<file path="src/rtl/zeri_mod_n.sv">
// Counts zero (or one) bits of each qualified W-bit sample modulo MOD.
// data_o flags a running count of 0 mod MOD; wrap_o pulses when an update wraps.
module zeri_mod_n #(
    parameter int W     = 1,
    parameter int MOD   = 2,
    parameter int CNT_W = $clog2(MOD)
) (
    input  logic             clk,
    input  logic             reset,
    input  logic [W-1:0]     data,
    input  logic             valid_i,
    input  logic             mode_i,
    input  logic             clear_i,
    output logic             data_o,
    output logic [CNT_W-1:0] count_o,
    output logic             wrap_o
);

    // Six spare bits hold any k up to 32 plus the largest count without overflow.
    localparam int SUM_W = CNT_W + 6;

    logic [SUM_W-1:0] ones;
    logic [SUM_W-1:0] k;
    logic [SUM_W-1:0] sum;
    logic [SUM_W-1:0] sum_mod;
    logic             wrap_next;

    always_comb begin
        ones = '0;
        for (int unsigned i = 0; i < W; i++) begin
            ones = ones + SUM_W'(data[i]);
        end
        k         = mode_i ? ones : (SUM_W'(W) - ones);
        sum       = SUM_W'(count_o) + k;
        sum_mod   = sum % SUM_W'(MOD);
        wrap_next = (sum >= SUM_W'(MOD)) || ((k != '0) && (sum_mod == '0));
    end

    always_ff @(posedge clk) begin
        if (reset) begin
            count_o <= '0;
            wrap_o  <= 1'b0;
        end else if (clear_i) begin
            count_o <= '0;
            wrap_o  <= 1'b0;
        end else if (valid_i) begin
            count_o <= sum_mod[CNT_W-1:0];
            wrap_o  <= wrap_next;
        end else begin
            wrap_o  <= 1'b0;
        end
    end

    assign data_o = (count_o == '0);

endmodule

</file>
<file path="config.mk">
export PLATFORM = sky130hd
export DESIGN_NAME = zeri_mod_n
export DESIGN_NICKNAME = d
export VERILOG_FILES = /design/src/rtl/zeri_mod_n.sv
export SDC_FILE = /design/constraint.sdc
export NUM_CORES = 1
export LEC_CHECK = 0
export CAP_MARGIN = 40
export CORE_AREA = 3 3 40 42
export CTS_CLUSTER_DIAMETER = 50
export DETAILED_ROUTE_END_ITERATION = 12
export DIE_AREA = 0 0 43 45
export PLACE_DENSITY_LB_ADDON = 0.15
export SKIP_LAST_GASP = 1
export SYNTH_ARGS = -nofsm -noshare
export SYNTH_HDL_FRONTEND = slang
export SYNTH_SLANG_ARGS = --single-unit
</file>
<file path="constraint.sdc">
create_clock -name clk -period 1.3 [get_ports clk]
set_input_delay 0.26 -clock clk [delete_from_list [all_inputs] [get_ports clk]]
set_output_delay 0.26 -clock clk [all_outputs]
set_load 0.01 [all_outputs]
</file>
==> results.ini <==
[floorplanning]
io_pins = 9
core_area_um2 = 1280
die_w_um = 43
die-area_um2 = 1940
fp-row-count = 13
initial_utilization_pct = 7.30
fp.dieH_um = 45

[yosys]
syn_avg_cell_area_um2 = 10.4
synth_area_um2 = 93.8
synth-seq-area-share_pct = 42.7
synth_edf_count = 0
synthArstFlopShare_pct = 0
syn_inst = 9
yosysWarningCount = 0
synthesis.nets = 16
synth_area_leader_cell = dfxtp_1
synth-seq-cells = 2
synth_area_leaders = dfxtp_1 (43%), ha_1 (13%), mux2i_1 (11%)
synth_most_common_cell = dfxtp_1
synth_ff_type = dfxtp_1
yosysTopAreaCellShare_pct = 42.7
synth.distinct_cells = 8

[clock_network]
cts.htree.levels = 1
cts_tree = done
postCtsSetupBuffers = 0
cts-root-buf = clkbuf_4
insertion_delay_ns = 0.22
cts_hold_buf = 0
ctsLongestPathBuffers = 2
cts_inserted_buffers = 3
clock-sinks = 2
path_clk_slew_ns = 0.03
cts_resized = 3

[worst_setup_path]
slowest_stage = clkdlybuf4s50_1
r2r_end = count_o
ff2ff_path_depth = 3
path_cells = clkdlybuf4s50_1, xnor2_1, ha_1, mux2i_1, nor3_2
crit_type = input pin to flip-flop
cp-start-kind = input pin
cp.required_ns = 1.41
endpoint_kind = flip-flop
crit_fanout = 1
r2r_slack_ns = 0.36
cp.arrival_ns = 1.33
r2r_start = count_o
critPathMaxStageDelay_ns = 0.47

[min_path]
hold_start = count_o
hp-class = flip-flop to flip-flop
hold_depth = 2
holdPathEnd = count_o

[global_routing]
grt-ovfl-total = 0
grt_pass1_vias = 99
grt_use_total_pct = 3.41
grt_pass1_wl_um = 379
antenna_found_initial = 0
grt_max_degree = 5

[route]
wl_per_cell_um = 7.26
drc = 0
totalWireLength_um = 254
dr.pass1.iters = 1
dr_total_vias = 97
ant_nets = 0
drt_iter0_drc = 0
vias_per_cell = 2.77

[finish]
nets = 29
fillers = 151
post-route-cell-area_um2 = 211
drive_above_1_share_pct = 20.0
fin_cells = 35
area_growth_pct = 125
utilization_pct = 16.5
num_antenna_cells = 0

[run_status]
outcome = finished, final reports clean

[timing]
skew_ns = 0.00143
worst_pin_slew_ns = 0.168
fmax_mhz = 819
grt_setup_unrepaired = no
fin_crit_ns = 1.22
hold_viol = 0
setup_viol = 0
slew_violations = 0
relSlewSlack_pct = 88.5
min_period_over_period_pct = 93.9

[placement]
gp_congestion = 0.588
place_inst = 32
port_buffers = 8
placed_cell_area_um2 = 193

[power]
power.density_nw_per_um2 = 1100
ir_worst_vdd_uv = 382
leakagePower_uw = 0.0000889

[run]
drv_cap = 0

-- per-stage QoR --
stage	hold slack (ns)	worst slack (ns)	total power, µW	TNS, ns
after global routing	0.612	0.0561	257	0
after global placement	0.595	-0.141	102	-0.141
final	0.585	0.0795	233	0
after detailed placement	0.586	-0.155	103	-0.155
after floorplan	0.329	0.351	77.3	0
after CTS	0.588	0.0847	246	0
-- per-layer routing --
metal / wire, µm / up-vias / global-route usage (%)
met4: 0 / 0 / 5.42
met2: 129 / 4 / 3.89
li1: - / 53 / -
met3: 30 / 0 / 3.98
met1: 93 / 40 / 2.15
met5: 0 / - / 0
-- worst max-delay path, delay by kind of cell --
| family | cells | cell delay (ns) |
|---|---|---|
| buffers and inverters | 1 | 0.47 |
| xor gates and xnor gates | 1 | 0.13 |
| and+or+nand+nor | 1 | 0.05 |
| adders and majority gates | 1 | 0.25 |
| muxes | 1 | 0.17 |
-- power by group --
part / switching, µW / internal [µW]
logic: 11.9 / 22.3
clock network: 32.5 / 102
registers: 1.37 / 63.5
total: 45.7 / 187
-- placed cells by master, fill, tap and decap left out, drive strengths merged --
master	count
nand2	1
dlygate4sd2	3
xnor2	1
inv	1
mux2i	1
dfxtp	2
clkbuf	3
clkdlybuf4s50	5
nor3	2
ha	1
-- layout make-up --
class	count	area [µm²]	area share, %
tap	15	18.8	8.88
sequential	2	40.0	18.9
inverter	1	3.75	1.78
clock buffer	3	22.5	10.7
multi-input combinational	6	50.0	23.7
timing repair buffer	8	76.3	36.1
-- cells by family (layout without fill, tap and decap cells) --
group	Yosys count	in the layout	synth area share (%)
AND/OR/NAND/NOR	3	3	20.0
flip-flops	2	2	42.7
adder cells (fa/ha/maj)	1	1	13.3
XOR/XNOR	1	1	9.34
multiplexers	1	1	10.7
buffers and inverters	1	12	4.00
-- state kept, by name (all words and copies together), names as in the netlist --
| register | flops |
|---|---|
| wrap_o | 1 |
| count_o | 1 |
-- worst max path at each step --
| stage | start | endpoint | slack, ns |
|---|---|---|---|
| CTS | mode_i | count_o | 0.08 |
| floorplan | count_o | count_o | 0.35 |
| global placement | mode_i | count_o | -0.14 |
| finish | mode_i | count_o | 0.08 |
| global route | data | count_o | 0.06 |
| detailed placement | mode_i | count_o | -0.16 |
Power figures use the tool's default switching activity.
